### config.mk
export PLATFORM = sky130hd
export DESIGN_NAME = stack_ctl
export DESIGN_NICKNAME = d
export VERILOG_FILES = /design/src/rtl/stack_pkg.sv /design/src/rtl/stack_ctl.sv
export SDC_FILE = /design/constraint.sdc
export NUM_CORES = 1
export LEC_CHECK = 0
export CAP_MARGIN = 40
export CORE_MARGIN = 3
export CORE_UTILIZATION = 39
export CTS_BUF_LIST = sky130_fd_sc_hd__clkbuf_16
export DETAILED_ROUTE_END_ITERATION = 10
export HOLD_SLACK_MARGIN = 0.12
export PLACE_DENSITY = 0.76
export SKIP_LAST_GASP = 1
export SLEW_MARGIN = 10
export SYNTH_ARGS = -nofsm -noshare
export SYNTH_HDL_FRONTEND = slang
export SYNTH_SLANG_ARGS = --single-unit
### constraint.sdc
create_clock -name clk -period 3.56 [get_ports clk]
set_input_delay 0.534 -clock clk [delete_from_list [all_inputs] [get_ports clk]]
set_output_delay 0.534 -clock clk [all_outputs]
set_load 0.02 [all_outputs]
### src/rtl/stack_pkg.sv
// Shared definitions for the stack request sequencer and anything else that
// talks to the shift-register stack (stack instance, debug register map).
//   - op_e      : request operation codes on req_op
//   - DELTA_*   : encodings of the stack's delta control
//   - state_e   : sequencer FSM states
//   - cap_of()  : stack capacity (head + tail) for a given tail depth
//   - dw_of()   : occupancy counter width able to hold 0..capacity
package stack_pkg;

    typedef enum logic [2:0] {
        OP_NOP   = 3'd0,
        OP_PUSH  = 3'd1,
        OP_POP   = 3'd2,
        OP_REPL  = 3'd3,
        OP_DROPN = 3'd4,
        OP_CLEAR = 3'd5,
        OP_RSV6  = 3'd6,
        OP_RSV7  = 3'd7
    } op_e;

    localparam logic [1:0] DELTA_NONE = 2'b00;
    localparam logic [1:0] DELTA_UP   = 2'b01;
    localparam logic [1:0] DELTA_DOWN = 2'b10;

    typedef enum logic {
        ST_IDLE = 1'b0,
        ST_BULK = 1'b1
    } state_e;

    // Capacity counts the head register plus the tail.
    function automatic int cap_of(input int depth_p);
        return depth_p + 1;
    endfunction

    // Counter must represent 0..cap inclusive, i.e. depth+2 distinct values.
    function automatic int dw_of(input int depth_p);
        return $clog2(depth_p + 2);
    endfunction

endpackage

### src/rtl/stack_ctl.sv
// stack_ctl: request sequencer in front of the shift-register stack.
// Turns core PUSH/POP/REPL/DROPN/CLEAR requests into the stack's we/delta/wd
// controls, sequences multi-pop operations one move per cycle, and keeps
// occupancy, high-water mark and sticky overflow/underflow flags.
// Ports:
//   clk, rst_n            clock, asynchronous active-low reset
//   hold                  core stall, freezes this block and the stack
//   req_valid/req_ready   request handshake
//   req_op/req_data/req_n operation, write data, drop count
//   st_we/st_delta/st_wd  stack controls (combinational, sampled same edge)
//   st_hold               stall forwarded to the stack
//   depth/empty/full/hwm  occupancy status
//   ovf/unf/err_clr       sticky error flags and their clear pulse
module stack_ctl
    import stack_pkg::*;
#(
    parameter  int WIDTH = 18,
    parameter  int DEPTH = 16,
    localparam int DW    = dw_of(DEPTH)
) (
    input  logic             clk,
    input  logic             rst_n,
    input  logic             hold,
    input  logic             req_valid,
    output logic             req_ready,
    input  logic [2:0]       req_op,
    input  logic [WIDTH-1:0] req_data,
    input  logic [DW-1:0]    req_n,
    output logic             st_we,
    output logic [1:0]       st_delta,
    output logic [WIDTH-1:0] st_wd,
    output logic             st_hold,
    output logic [DW-1:0]    depth,
    output logic             empty,
    output logic             full,
    output logic [DW-1:0]    hwm,
    output logic             ovf,
    output logic             unf,
    input  logic             err_clr
);

    localparam logic [DW-1:0] CAP_V = DW'(cap_of(DEPTH));
    localparam logic [DW-1:0] ONE_V = DW'(1);

    state_e            state_r;
    logic [DW-1:0]     cnt_r;
    logic [DW-1:0]     depth_r;
    logic [DW-1:0]     hwm_r;
    logic              ovf_r;
    logic              unf_r;

    op_e               op_s;
    logic              accept_s;
    logic              we_s;
    logic [1:0]        delta_s;
    logic [WIDTH-1:0]  wd_s;
    logic              push_s;
    logic              pop_s;
    logic              load_s;
    logic [DW-1:0]     load_cnt_s;
    logic [DW-1:0]     depth_nxt_s;
    logic              ovf_set_s;
    logic              unf_set_s;

    assign op_s      = op_e'(req_op);
    // rst_n is folded in so the core sees no acceptance while reset is held.
    assign req_ready = rst_n & ~hold & (state_r == ST_IDLE);
    assign accept_s  = req_valid & req_ready;

    // Decode the accepted request (or the ongoing bulk pop) into a stack move.
    always_comb begin
        we_s       = 1'b0;
        delta_s    = DELTA_NONE;
        wd_s       = '0;
        push_s     = 1'b0;
        pop_s      = 1'b0;
        load_s     = 1'b0;
        load_cnt_s = '0;
        if (rst_n && !hold && (state_r == ST_BULK)) begin
            delta_s = DELTA_DOWN;
            pop_s   = 1'b1;
        end else if (accept_s) begin
            case (op_s)
                OP_PUSH: begin
                    we_s    = 1'b1;
                    delta_s = DELTA_UP;
                    wd_s    = req_data;
                    push_s  = 1'b1;
                end
                OP_POP: begin
                    delta_s = DELTA_DOWN;
                    pop_s   = 1'b1;
                end
                OP_REPL: begin
                    we_s = 1'b1;
                    wd_s = req_data;
                end
                OP_DROPN: begin
                    // First pop goes out with the accept; cnt holds the rest.
                    if (req_n != '0) begin
                        delta_s    = DELTA_DOWN;
                        pop_s      = 1'b1;
                        load_s     = 1'b1;
                        load_cnt_s = req_n - ONE_V;
                    end else begin
                        load_s = 1'b0;
                    end
                end
                OP_CLEAR: begin
                    if (depth_r != '0) begin
                        delta_s    = DELTA_DOWN;
                        pop_s      = 1'b1;
                        load_s     = 1'b1;
                        load_cnt_s = depth_r - ONE_V;
                    end else begin
                        load_s = 1'b0;
                    end
                end
                default: begin
                    we_s = 1'b0;
                end
            endcase
        end else begin
            we_s = 1'b0;
        end
    end

    // Next occupancy; the stack still moves at the limits, only the count saturates.
    always_comb begin
        depth_nxt_s = depth_r;
        ovf_set_s   = 1'b0;
        unf_set_s   = 1'b0;
        if (push_s) begin
            if (depth_r == CAP_V) begin
                ovf_set_s = 1'b1;
            end else begin
                depth_nxt_s = depth_r + ONE_V;
            end
        end else if (pop_s) begin
            if (depth_r == '0) begin
                unf_set_s = 1'b1;
            end else begin
                depth_nxt_s = depth_r - ONE_V;
            end
        end else begin
            depth_nxt_s = depth_r;
        end
    end

    // Sequencer FSM plus occupancy, high-water and error tracking.
    always_ff @(posedge clk or negedge rst_n) begin
        if (!rst_n) begin
            state_r <= ST_IDLE;
            cnt_r   <= '0;
            depth_r <= '0;
            hwm_r   <= '0;
            ovf_r   <= 1'b0;
            unf_r   <= 1'b0;
        end else if (!hold) begin
            depth_r <= depth_nxt_s;
            // err_clr wins over a same-cycle set and reloads hwm from the new depth.
            if (err_clr) begin
                hwm_r <= depth_nxt_s;
                ovf_r <= 1'b0;
                unf_r <= 1'b0;
            end else begin
                hwm_r <= (depth_nxt_s > hwm_r) ? depth_nxt_s : hwm_r;
                ovf_r <= ovf_r | ovf_set_s;
                unf_r <= unf_r | unf_set_s;
            end
            case (state_r)
                ST_IDLE: begin
                    if (load_s) begin
                        cnt_r   <= load_cnt_s;
                        state_r <= (load_cnt_s != '0) ? ST_BULK : ST_IDLE;
                    end else begin
                        state_r <= ST_IDLE;
                    end
                end
                ST_BULK: begin
                    cnt_r <= cnt_r - ONE_V;
                    if (cnt_r == ONE_V) begin
                        state_r <= ST_IDLE;
                    end else begin
                        state_r <= ST_BULK;
                    end
                end
                default: begin
                    state_r <= ST_IDLE;
                    cnt_r   <= '0;
                end
            endcase
        end else begin
            state_r <= state_r;
        end
    end

    assign st_we    = we_s;
    assign st_delta = delta_s;
    assign st_wd    = wd_s;
    assign st_hold  = hold;
    assign depth    = depth_r;
    assign empty    = (depth_r == '0);
    assign full     = (depth_r == CAP_V);
    assign hwm      = hwm_r;
    assign ovf      = ovf_r;
    assign unf      = unf_r;

endmodule

==> metrics.cfg <==
[status]
status = finished, final reports clean

[cells_and_area]
nNetsFinal = 354
design_area_sq_mm = 0.00289
fillerInstances = 314
syn2layout_area_growth_pct = 71.9
drive_gt1_share_pct = 25.3
diodes = 0
final_cells = 358

[floorplanning]
die_width_microns = 71.6
die_area_sq_mm = 0.00513
initial_core_util_pct = 41.1
coreArea_sq_mm = 0.00409
dieHeight_microns = 71.6
rows = 23
io_pins = 68

[global_route]
grt_overflow_total = 0
grt_pass1_vias = 1901
antenna_found_initial = 0
grt_max_degree = 20
track_usage_pct = 21.2
grt_pass1_wl_microns = 8810

[timing]
min_period_over_period_pct = 98.4
worst_pin_slew_ns = 0.463
slew_violations = 0
hold_viol = 0
skew_ns = 0.00300
period_minus_slack_ns = 3.50
setup_violations = 0
slew_headroom_pct = 68.7
fmax_mhz = 286
hold_ws_ns = 0.394

[pwr]
leakage_nw = 1.31
vdd_drop_max_mv = 0.344
power_density_mw_per_mm2 = 542
totalPowerFinal_mw = 1.56

[setup_path]
rr_endpoint = hwm[0]
reg2reg_depth = 18
endpoint_kind = flop
path_max_fanout = 4
cp_cell_sequence = clkdlybuf4s50_1, or4b_4, o2111ai_4, o21a_1, inv_2, a221o_1, ha_4, nand3_2, o22ai_2, a21oi_2, o21bai_2, buf_4, mux2_2
critPathLaunchType = input pin
regToRegStartpoint = depth[0]
worst-path-buf-inv = 3
cp_slowest_cell = or4b_4
cpLargestDelayFamily = compound AO/OA/AOI/OAI gates
arrival_ns = 3.64
worstSetupPathType = input pin to flop
reg2reg_slack_ns = 0.12
cpPeakStageDelay_ns = 0.51
crit_required_ns = 3.69

[placement]
io_buffer_count = 67
dp.cells = 343
hpwl_microns = 4060
place_area_sq_mm = 0.00262
globalplace.congestion = 0.904

[logic_synthesis]
yosysTopAreaCellShare_pct = 26.8
ys_seq_area_share_pct = 26.8
synth_warnings = 0
synth_edf_count = 0
synth.distinct_cells = 54
netlist_instances = 201
synth_top_cell_by_area = dfrtp_1
ys_seq_elements = 18
yosys_most_used_dff = dfrtp_1
synthTopCellsByArea = dfrtp_1 27%, ha_1 10%, and2_1 7.1%
syn_avg_cell_area_sq_um = 8.35
ys_async_sr_fraction_pct = 100
synth.cell_area_sq_mm = 0.00168
synth_nets = 246

[routing]
drt_pass1_iterations = 4
highest_layer = met4
num_vias = 1917
wl_per_cell_microns = 15.3
wl_met2_microns = 2720
drc = 0
wl_microns = 5470
wl_met3_microns = 433
viasPerCell = 5.35
ant_nets = 0
wl_met1_microns = 2270
first_iter_violations = 84

[hold_path]
hold_class = input pin to async pin

[clock_network]
tritoncts = built
cts_max_level = 1
clkSlewWorstSetupHoldPaths_ns = 0.06
clk_path_buf_depth = 2
numCtsBuffers = 3
cts-root-buf = clkbuf_16
cts_hold_buf = 0
clk_latency_ns = 0.25
numClockSinks = 18

[run]
max_cap_violations = 0

[timing repair]
action / in CTS / in global routing
setup endpoints to repair: 5 / 5
gates resized for setup: 15 / 17
buffers inserted: 8 / 3
pin swaps: 12 / 11
[report_power, final]
part / switching [mW] / internal, mW / total (mW)
sequential: 0.0620 / 0.277 / 0.339
clock: 0.0807 / 0.150 / 0.230
combinational: 0.502 / 0.492 / 0.994
total: 0.645 / 0.918 / 1.56
[kinds of logic after synthesis]
logic type      count (synthesis)  synth area share (%)
flops                          18                  26.8
compound gates                 45                  20.3
simple gates                   88                  29.2
buf+inv                        25                  6.63
xor+xnor                        4                  2.09
fa+ha+maj                      14                  10.4
mux                             7                  4.55
[state kept, by name (all words and copies together) (netlist names)]
register,cells
cnt_r,5
depth,5
hwm,5
ovf,1
state_r,1
unf,1
[per-stage QoR]
stage / TNS [ns] / setup slack [ns] / utilization, %
3_5_place_dp: -2.77 / -0.564 / 64.1
5_1_grt: -0.0796 / -0.0321 / 70.6
2_1_floorplan: 0 / 0.0110 / -
3_3_place_gp: -2.16 / -0.435 / 64.1
6_report: 0 / 0.0577 / 70.6
4_1_cts: 0 / 0.00861 / 68.4
[synthesized netlist by cell type (4+ instances only)]
cell / count
o22ai_1: 4
mux2_2: 4
inv_1: 14
and2_1: 19
dfrtp_1: 18
o21ai_0: 5
nand2_1: 14
a21oi_1: 8
nor3_1: 6
clkbuf_1: 4
nor2_1: 20
nor2b_1: 5
ha_1: 14
[worst max path at each step]
stage / slack [ns] / to / cells past startpoint / from
after floorplan: 0.01 / hwm[0] / 15 / depth[0]
after global placement: -0.44 / hwm[3] / 15 / req_n[0]
after global routing: -0.03 / hwm[0] / 16 / depth[0]
final: 0.06 / hwm[0] / 13 / req_n[4]
after detailed placement: -0.56 / hwm[0] / 15 / req_n[0]
after CTS: 0.009 / hwm[0] / 14 / req_n[4]
[cells in the final DEF (no fill, tap or decap), types with 5 or more instances in the layout]
| cell | netlist | layout |
|---|---|---|
| and2_1 | 19 | 19 |
| inv_1 | 14 | 12 |
| nor2b_1 | 5 | 5 |
| ha_1 | 14 | 12 |
| dfrtp_1 | 18 | 18 |
| nor3_1 | 6 | 6 |
| clkdlybuf4s50_1 | 0 | 61 |
| nor2_1 | 20 | 18 |
| a21oi_1 | 8 | 6 |
| buf_4 | 2 | 43 |
| nand2_1 | 14 | 14 |
[layout make-up]
cell class	instances	area, sq um	area share (%)
inverter	17	68.8	2.38
clock buffer	3	75.1	2.60
sequential	18	450	15.6
tap	50	62.6	2.17
clock inverter	1	3.75	0.130
timing repair buffer	111	1010	34.9
multi-input combinational	158	1220	42.2
[metal layers]
layer / vias up / track usage (%)
met1: 904 / 27.4
met2: 79 / 36.0
met4: 0 / 4.59
li1: 926 / -
met5: - / 0
met3: 8 / 4.77
(Power assumes the default switching activity.)
==> variant (config.mk and constraints unchanged) <==
`WIDTH`: 18 -> 9.
--- a/src/rtl/stack_ctl.sv
+++ b/src/rtl/stack_ctl.sv
@@ -14,7 +14,7 @@
 module stack_ctl
     import stack_pkg::*;
 #(
-    parameter  int WIDTH = 18,
+    parameter  int WIDTH = 9,
     parameter  int DEPTH = 16,
     localparam int DW    = dw_of(DEPTH)
 ) (
Interface: changed (resized req_data and st_wd); port bits go from 68 to 50. No check against the original RTL was run, so the function may have changed too.
==> variant against the unedited design <==
  * Synthesized area down 1.3%
  * Worst setup slack gained 0.018 ns
  * Fmax increased by 0.51%
  * Count of clock-buffer cells in the layout is the same
  * Routed wire length fell by 6.5%
  * Sequential cell count unchanged
  * Final area down 6.0%
  * Combinational power shrank 0.7%
  * Power about the same
  * Utilization fell by 3.8 points
  * Critical endpoint unchanged
  * Largest cell class unchanged
==> variant: results (changes against the unedited design) <==
The flow ran to the end, and the final reports show no timing, DRC or antenna violations. The last weighted congestion value of the routability-driven placer is 0.884 (-2.3%), and the fraction of layout instances using a drive strength above 1 is 29.8% (+4.4 points). The logs give 76 (-9.5%) for the DRC violation total after the first TritonRoute iteration and 1734 (-8.8%) for the via count of the first global-routing pass.

Depth of the most critical reg-to-reg path: 15 (-3). The tools report the count of mapped cells out of synthesis as 193 (-4.0%). The post-placement setup slack was -0.509 ns (+0.0542 ns). The run gives 66.9% (-3.8 points) as the utilization after layout.

The setup slack of the worst register-to-register path came out at 0.20 ns (+0.08 ns). The leakage power was 1.27 nW (-3.0%). The maximum vdd drop came out at 0.423 mV (+23%). Worst-case headroom to the max-slew limit: 69.5% (+0.78 points). The buffer count from post-CTS setup fixing was 16 (+8). The fraction of met2 tracks used by global routing came out at 30.9% (-5.1 points). The post-route clock skew came out at 0.00197 ns (-0.00102 ns).

The largest incremental delay on the critical path was 0.57 ns (+0.06 ns). The part of the Yosys area used for sequential elements is 27.2% (+0.34 points), and the number of placed instances with taps included is 317 (-7.6%). Global routing usage summed across all routing layers: 20.2% (-1.0 points). Ranked by instance count, the synthesized netlist is headed by sky130_fd_sc_hd__inv_1, sky130_fd_sc_hd__dfrtp_1, sky130_fd_sc_hd__nor2_1.

Met3 routed wirelength: 288 um (-33%). For the number of inserted filler cells in the final layout, the log shows 326 (+3.8%). The total wirelength of the detailed-routed design is 5.12 mm (-6.5%). The arrival time of data at the critical path endpoint was 3.62 ns (-0.02 ns); the global-route wire length before repair was 8.27 mm (-6.2%). The logs give 326 (-7.9%) for the layout net count and 287 MHz (+0.51%) for the top achievable clock speed.

Sorting the synthesized cells by area gives the leading types as sky130_fd_sc_hd__dfrtp_1, sky130_fd_sc_hd__ha_1, sky130_fd_sc_hd__inv_1, sky130_fd_sc_hd__nor2_1, sky130_fd_sc_hd__and2_1. Post-route non-filler standard cell count: 339 (-5.3%). Vias per cell: 5.40 (+0.76%). Largest net degree at the start of global routing: 19 (-5.0%).
## variant: area by class of cell
class	instances	share of cell area (%)
tap	50	2.31
clock buffer	3	2.77
sequential	18	16.6
multi-input combinational	147	43.7
timing repair buffer	99	31.6
clock inverter	1	0.138
inverter	21	2.90
## variant: logic make-up after synthesis
group                      count (synthesis)  share of synthesized area (%)
AOI/OAI and AO/OA                         49                           22.9
xor gates and xnor gates                   4                           2.11
adders and majority gates                 14                           10.6
buffers and inverters                     28                           7.24
DFF                                       18                           27.2
muxes                                      6                           4.00
and+or+nand+nor                           74                           26.0
## variant: tightest hold or removal path, stage by stage, from the launching register on
cell                      delay (ns)
sky130_fd_sc_hd__dfrtp_1        0.35
sky130_fd_sc_hd__nor2_1         0.05
sky130_fd_sc_hd__nor2_1         0.08
## variant: report_power, final
group	switching [mW]	internal [mW]
Combinational	0.492	0.495
Clock	0.0817	0.150
Sequential	0.0602	0.285
Total	0.634	0.930
